===== src/rtl/rr_arbiter8_pkg.sv =====
// Shared types and constants for the 8-way round-robin arbiter.
package rr_arbiter8_pkg;

    localparam int unsigned NReq           = 8;
    localparam int unsigned IdW            = 3;
    localparam int unsigned MaxHoldDefault = 15;

    typedef enum logic [1:0] {
        StIdle,
        StBusy,
        StGap
    } state_e;

endpackage


===== src/rtl/rr_prio_pick.sv =====
// Rotating priority search: first set req bit at or above ptr, wrapping 7->0.
module rr_prio_pick
    import rr_arbiter8_pkg::*;
(
    input  logic [NReq-1:0] req,
    input  logic [IdW-1:0]  ptr,
    output logic            found,
    output logic [IdW-1:0]  idx
);

    logic [NReq-1:0] w_rot;
    logic [IdW-1:0]  w_off;

    // Bit i of w_rot is requester (ptr + i) mod 8.
    always_comb begin
        w_rot = '0;
        for (int i = 0; i < NReq; i++) begin
            w_rot[i] = req[IdW'(i + int'(ptr))];
        end
    end

    always_comb begin
        found = 1'b0;
        w_off = '0;
        for (int i = NReq - 1; i >= 0; i--) begin
            if (w_rot[i]) begin
                found = 1'b1;
                w_off = IdW'(i);
            end
        end
    end

    assign idx = ptr + w_off;

endmodule


===== src/rtl/rr_arbiter8.sv =====
// 8-requester round-robin arbiter with IDLE/BUSY/GAP handshake.
// Optional grant-hold timeout enabled by defining RR_ARB_TIMEOUT_EN.
module rr_arbiter8
    import rr_arbiter8_pkg::*;
#(
    parameter int unsigned N_REQ    = NReq,
    parameter int unsigned MAX_HOLD = MaxHoldDefault
) (
    input  logic             clk,
    input  logic             rst_n,
    input  logic [N_REQ-1:0] req,
    input  logic             done,
    output logic [N_REQ-1:0] gnt,
    output logic [IdW-1:0]   gnt_id,
    output logic             gnt_valid
`ifdef RR_ARB_TIMEOUT_EN
    ,
    output logic             timeout
`endif
);

    if (N_REQ != NReq || MAX_HOLD == 0 || MAX_HOLD > 16) begin : g_bad_cfg
        $error("rr_arbiter8: unsupported N_REQ/MAX_HOLD");
    end

    state_e           r_state, w_state_d;
    logic [IdW-1:0]   r_ptr, w_ptr_d;
    logic [N_REQ-1:0] r_gnt, w_gnt_d;
    logic [IdW-1:0]   r_gnt_id, w_gnt_id_d;
    logic             r_gnt_valid, w_gnt_valid_d;
    logic             w_found;
    logic [IdW-1:0]   w_idx;
    logic             w_expire;

    rr_prio_pick u_pick (
        .req   (req),
        .ptr   (r_ptr),
        .found (w_found),
        .idx   (w_idx)
    );

    always_ff @(posedge clk or negedge rst_n) begin
        if (!rst_n) begin
            r_state     <= StIdle;
            r_ptr       <= '0;
            r_gnt       <= '0;
            r_gnt_id    <= '0;
            r_gnt_valid <= 1'b0;
        end else begin
            r_state     <= w_state_d;
            r_ptr       <= w_ptr_d;
            r_gnt       <= w_gnt_d;
            r_gnt_id    <= w_gnt_id_d;
            r_gnt_valid <= w_gnt_valid_d;
        end
    end

    always_comb begin
        w_state_d = r_state;
        case (r_state)
            StIdle:  if (w_found) w_state_d = StBusy;
            StBusy:  if (done || w_expire) w_state_d = StGap;
            StGap:   w_state_d = StIdle;
            default: w_state_d = StIdle;
        endcase
    end

    always_comb begin
        w_ptr_d       = r_ptr;
        w_gnt_d       = r_gnt;
        w_gnt_id_d    = r_gnt_id;
        w_gnt_valid_d = r_gnt_valid;
        case (r_state)
            StIdle: begin
                if (w_found) begin
                    w_gnt_d       = N_REQ'(1) << w_idx;
                    w_gnt_id_d    = w_idx;
                    w_gnt_valid_d = 1'b1;
                    w_ptr_d       = w_idx + IdW'(1);
                end
            end
            StBusy: begin
                if (done || w_expire) begin
                    w_gnt_d       = '0;
                    w_gnt_id_d    = '0;
                    w_gnt_valid_d = 1'b0;
                end
            end
            default: ;
        endcase
    end

`ifdef RR_ARB_TIMEOUT_EN
    logic [3:0] r_hold, w_hold_d;
    logic       r_timeout, w_timeout_d;

    assign w_expire = (r_state == StBusy) && (r_hold == 4'(MAX_HOLD - 1));

    always_ff @(posedge clk or negedge rst_n) begin
        if (!rst_n) begin
            r_hold    <= '0;
            r_timeout <= 1'b0;
        end else begin
            r_hold    <= w_hold_d;
            r_timeout <= w_timeout_d;
        end
    end

    // done has priority over the hold limit, so a coinciding done never pulses timeout.
    always_comb begin
        w_hold_d    = r_hold;
        w_timeout_d = 1'b0;
        if (r_state == StIdle && w_found) begin
            w_hold_d = '0;
        end else if (r_state == StBusy && !done) begin
            if (w_expire) begin
                w_timeout_d = 1'b1;
            end else begin
                w_hold_d = r_hold + 4'd1;
            end
        end
    end

    assign timeout = r_timeout;
`else
    assign w_expire = 1'b0;
`endif

    assign gnt       = r_gnt;
    assign gnt_id    = r_gnt_id;
    assign gnt_valid = r_gnt_valid;

endmodule


===== config.mk =====
export PLATFORM = sky130hd
export DESIGN_NAME = rr_arbiter8
export DESIGN_NICKNAME = d
export VERILOG_FILES = /design/src/rtl/rr_arbiter8_pkg.sv /design/src/rtl/rr_prio_pick.sv /design/src/rtl/rr_arbiter8.sv
export SDC_FILE = /design/constraint.sdc
export NUM_CORES = 1
export LEC_CHECK = 0
export CAP_MARGIN = 20
export CELL_PAD_IN_SITES_DETAIL_PLACEMENT = 2
export CELL_PAD_IN_SITES_GLOBAL_PLACEMENT = 2
export CORE_ASPECT_RATIO = 0.8
export CORE_MARGIN = 8
export CORE_UTILIZATION = 43
export CTS_CLUSTER_DIAMETER = 60
export DETAILED_ROUTE_END_ITERATION = 10
export DONT_BUFFER_PORTS = 1
export GPL_ROUTABILITY_DRIVEN = 0
export PLACE_DENSITY = 0.83
export SLEW_MARGIN = 25
export SYNTH_ARGS = -nofsm -noshare
export SYNTH_HDL_FRONTEND = slang
export SYNTH_SLANG_ARGS = --single-unit

===== constraint.sdc =====
create_clock -name clk -period 7.98 [get_ports clk]
set_input_delay 1.596 -clock clk [delete_from_list [all_inputs] [get_ports clk]]
set_output_delay 1.596 -clock clk [all_outputs]
set_load 0.02 [all_outputs]

After elaboration in Yosys (flattened, before gate mapping)
Cells that the tools add are included.
W data, S select, Z words.

cells by class
  magnitude comparators = 8
  equality and inequality tests = 3
  shift-type cells = 1
  muxes and demuxes = 52
  reductions and logical operators = 5
  add/sub/neg operators = 9

operator list
  operator               count
  $lt A3 B5 Y1 const B   8
  $mux W3                10
  $mux W1                26
  $bmux W1 S3            8
  $mux W8                2
  $pmux W8 S2            1
  $add A3 B3 Y3 const A  4
  $shl A1 B3 Y8 const A  1
  $add A2 B3 Y3 const A  2
  $pmux W3 S2            1
  $mux W2                2
  $pmux W2 S2            1
  $reduce_and A2 Y1      2
  $add A1 B3 Y3 const A  1
  $add A3 B1 Y3 const B  1
  $add A3 B3 Y3          1
  $reduce_and A3 Y1      1
  $eq A2 B1 Y1 const B   1
  $logic_not A2 Y1       1
  $ne A2 B1 Y1 const B   1
  $ne A2 B2 Y1 const B   1
  $pmux W1 S2            1
  $reduce_bool A2 Y1     1

storage, ports and cells
  word-level logic and storage cells = 83
  output and inout port bits = 12
  bits of input ports = 11
  flip-flop bits (word level) = 17

Depth between registers and ports, before layout
  depth in word-level cells = 16
  depth in mapped cells = 18
  depth with buffers taken out = 17

By module
A second synthesis with hierarchy kept.

unflattened totals
  cells, all modules = 123
  area, all modules = 1,406.3 um^2

by module, submodules not included
  module        seq. area each (um^2)  cells an instance  area each (um^2)  times used
  rr_arbiter8   425.4                  60                 779.5             1
  rr_prio_pick  0.0                    63                 626.9             1

Worst setup path before layout
OpenSTA, ideal clock, no wires.

  path kind = in2reg
  start point = input req[6]
  end point = register r_ptr[2]
  stages on the path = 13
  data required time = 7,855 ps
  library setup time = 125 ps
  buffers on the path = 0
  slack = 3,530 ps
  arrival = 4,325 ps
  path through = mux2i_1 -> mux4_2 -> o21bai_1 -> a21o_1 -> a21oi_1 -> a2bb2oi_1 -> ha_1 -> inv_1 -> fa_1 -> inv_1 -> ha_1 -> ha_1 -> mux2_4

on the way
  cells in the longest elaborated chain, start to end = 13
  elaborated cells between the ends (all ways) = 43
  classes of those cells = 2 x add/sub; 40 x mux; 1 x reduce/logical

ends and longest elaborated chain
  item                                        RTL line            RTL
  start: declaration                          rr_arbiter8.sv:11   input logic [N_REQ-1:0] req,
  $bmux W1 S3                                 rr_prio_pick.sv:18  w_rot[i] = req[IdW'(i + int'(ptr))];
  $mux W1 (not written as such) (2 in a row)  rr_prio_pick.sv:18
  $mux W3 (8 in a row)                        rr_prio_pick.sv:26  if (w_rot[i]) begin
  $add A3 B3 Y3                               rr_prio_pick.sv:33  assign idx = ptr + w_off;
  $add A3 B1 Y3                               rr_arbiter8.sv:79   w_ptr_d = w_idx + IdW'(1);
  end signal: assignment                      rr_arbiter8.sv:51   r_ptr <= w_ptr_d;
  end: declaration                            rr_arbiter8.sv:27   logic [IdW-1:0] r_ptr, w_ptr_d;

Parallel ways exist; a longest one is shown, timed or not. The select of a mux whose other input is x is not followed.
A chain may end at the register's enable or synchronous reset.

Final worst setup path
Same ends and word-level chain as after synthesis.

==> reports/metrics.cfg <==
[status]
outcome=finished, final reports clean

[hold_path]
min_path_cells=1
min-delay-start=r_state[1]
hold_end=gnt_id[2]
hold_path_class=flip-flop to flip-flop

[clock_network]
post_cts_buffers=0
cts-root-buf=clkbuf_8
holdBufCountCts=0
cts_tree=done
cts_max_level=1
cts_buffers=3
clk_path_buf_depth=2
clkTransAtPathRegs_ps=70
ctsResizeCount=0
clock_latency_ps=250
clkSinkCount=17

[drt]
vias=1297
first_pass_iters=4
drc=0
wl_per_cell_um=25.4
detail-route-antenna-nets=0
vias_per_cell=6.62
routed_wl_um=4980
drt_iter0_drc=52

[sta]
finalCritPeriodShare_pct=59.1
fmax_mhz=212
worstMarginPinSlew_ps=739
worst_clock_skew_ps=0.942
slew_violations=0
hold_viol=0
relSlewSlack_pct=50.7
fin_crit_ps=4720
tns_ps=0
rsz0062_at_grt=no
fin_ws_ps=3260
setup_viol=0

[global_route]
grtUsageTotal_pct=17.4
grt_pass1_vias=1459
antenna_found_initial=0
grt_overflow=0
grt_pass1_wl_um=8330
grt_max_degree=20

[critical_path]
cp.required_ps=8120
crit_slowest_cell=or4_1
reg2reg_from=r_ptr[0]
regToRegSetupSlack_ps=3310
end_kind=flip-flop
worstPathMaxFanout=7
crit_buf_inv=1
worstSetupStartpointType=primary input
critPathKind=primary input to flip-flop
path_cells=mux2i_1 > mux4_2 > nand2_1 > a22oi_1 > o32a_1 > fa_1 > inv_1 > or4_1 > o2111ai_1 > ha_1 > mux2_4
r2r_end=gnt[6]
slowest_delay_ps=540
cp_top_family=multiplexers
reg2reg_depth=15
arrival_ps=4860

[place]
io_buffers=0
dpl.hpwl_um=3830
place_ws_ps=3020

[synth]
avgSynthCellArea_sq_um=9.87
yosysSeqAreaShare_pct=27.6
syn-num-nets=176
synth_edf_count=0
async_flop_share_pct=100
netlist_instances=156
synth.distinct_cells=46
ys_ff_latch=17
synth_area_sq_um=1540
ys.flop_type=dfrtp_1
ys_warn_count=0

[finish]
nets=175
finalCoreUtilization_pct=46.8
layout_commonest_cell=nand2_1
layout-drive-gt1-share_pct=12.3
layout_common_cells=nand2_1 (20), dfrtp_1 (17), nand3_1 (13)
antenna_cells=0
synthToLayoutAreaGrowth_pct=4.06

[floorplanning]
ios=23
core_sq_um=3420
die_x_um=82.9
start_util_pct=45.0
die_y_um=69.5
rows=19
dieArea_sq_um=5770

[job]
drv_cap=0

[cell families (layout without fill, tap and decap cells)]
logic type      Yosys count  in the layout  synth area share (%)
simple gates             57             57                  17.5
mux                      17             17                  19.8
buf+inv                  17             15                  5.44
flops                    17             17                  27.6
compound gates           36             36                  20.1
xor+xnor                  3              3                  1.71
fa+ha+maj                 9              9                  7.80
[layout make-up]
type | instances | area (sq um)
tap | 42 | 52.6
fill | 379 | 1820
timing repair buffer | 1 | 11.3
inverter | 10 | 37.5
multi-input combinational | 122 | 1030
clock buffer | 4 | 45.0
sequential | 17 | 425
[worst max path at each step]
stage	cells after the start	endpoint	startpoint	slack, ps
global placement	13	gnt[6]	req[0]	3250
CTS	15	gnt[4]	r_ptr[0]	3270
detailed placement	13	gnt[6]	req[6]	3020
global route	15	gnt[3]	r_ptr[0]	3010
finish	11	r_ptr[2]	req[6]	3260
floorplan	13	r_ptr[2]	req[6]	3530
[through the flow]
| step | hold slack, ps | cell area [sq um] | std cells |
|---|---|---|---|
| after CTS | 533 | 1590 | 195 |
| after global placement | 491 | 1550 | 191 |
| final | 528 | 1600 | 196 |
| after detailed placement | 525 | 1550 | 191 |
| after global routing | 556 | 1600 | 196 |
| after floorplan | 463 | 1540 | 156 |
[flip-flops by register name, summed over array words and instances, names as in the netlist]
name and flops:
gnt 8, gnt_id 3, r_ptr 3, r_state 2, gnt_valid 1
[synthesized netlist by cell type (all sizes together) (2+ instances only)]
| library cell | count | share of area, % |
|---|---|---|
| a21oi | 3 | 0.97 |
| a2bb2oi | 2 | 1.1 |
| a41o | 2 | 1.4 |
| a41oi | 2 | 1.1 |
| buf | 4 | 2.3 |
| clkbuf | 3 | 0.73 |
| dfrtp | 17 | 28 |
| ha | 8 | 6.5 |
| inv | 10 | 2.4 |
| mux2 | 2 | 1.9 |
| mux2i | 5 | 3.2 |
| mux4 | 10 | 15 |
| nand2 | 20 | 4.9 |
| nand2b | 2 | 0.81 |
| nand3 | 13 | 4.2 |
| nor2 | 8 | 1.9 |
| nor2b | 5 | 2.0 |
| nor3 | 2 | 0.65 |
| o2111ai | 2 | 1.1 |
| o211ai | 2 | 0.97 |
| o21ai | 4 | 2.0 |
| o31ai | 7 | 3.4 |
| o41ai | 2 | 2.4 |
| or3 | 2 | 0.81 |
| xor2 | 3 | 1.7 |
[per-layer routing]
| metal | GRT usage (%) | routed length (um) |
|---|---|---|
| met5 | 0 | 0 |
| met4 | 4.67 | 87 |
| met3 | 4.58 | 240 |
| met2 | 28.8 | 2380 |
| met1 | 21.8 | 2270 |
Power is left out: the tool's default activity adds up to more than one toggle a clock period on the data nets, which glitch-free logic cannot reach.
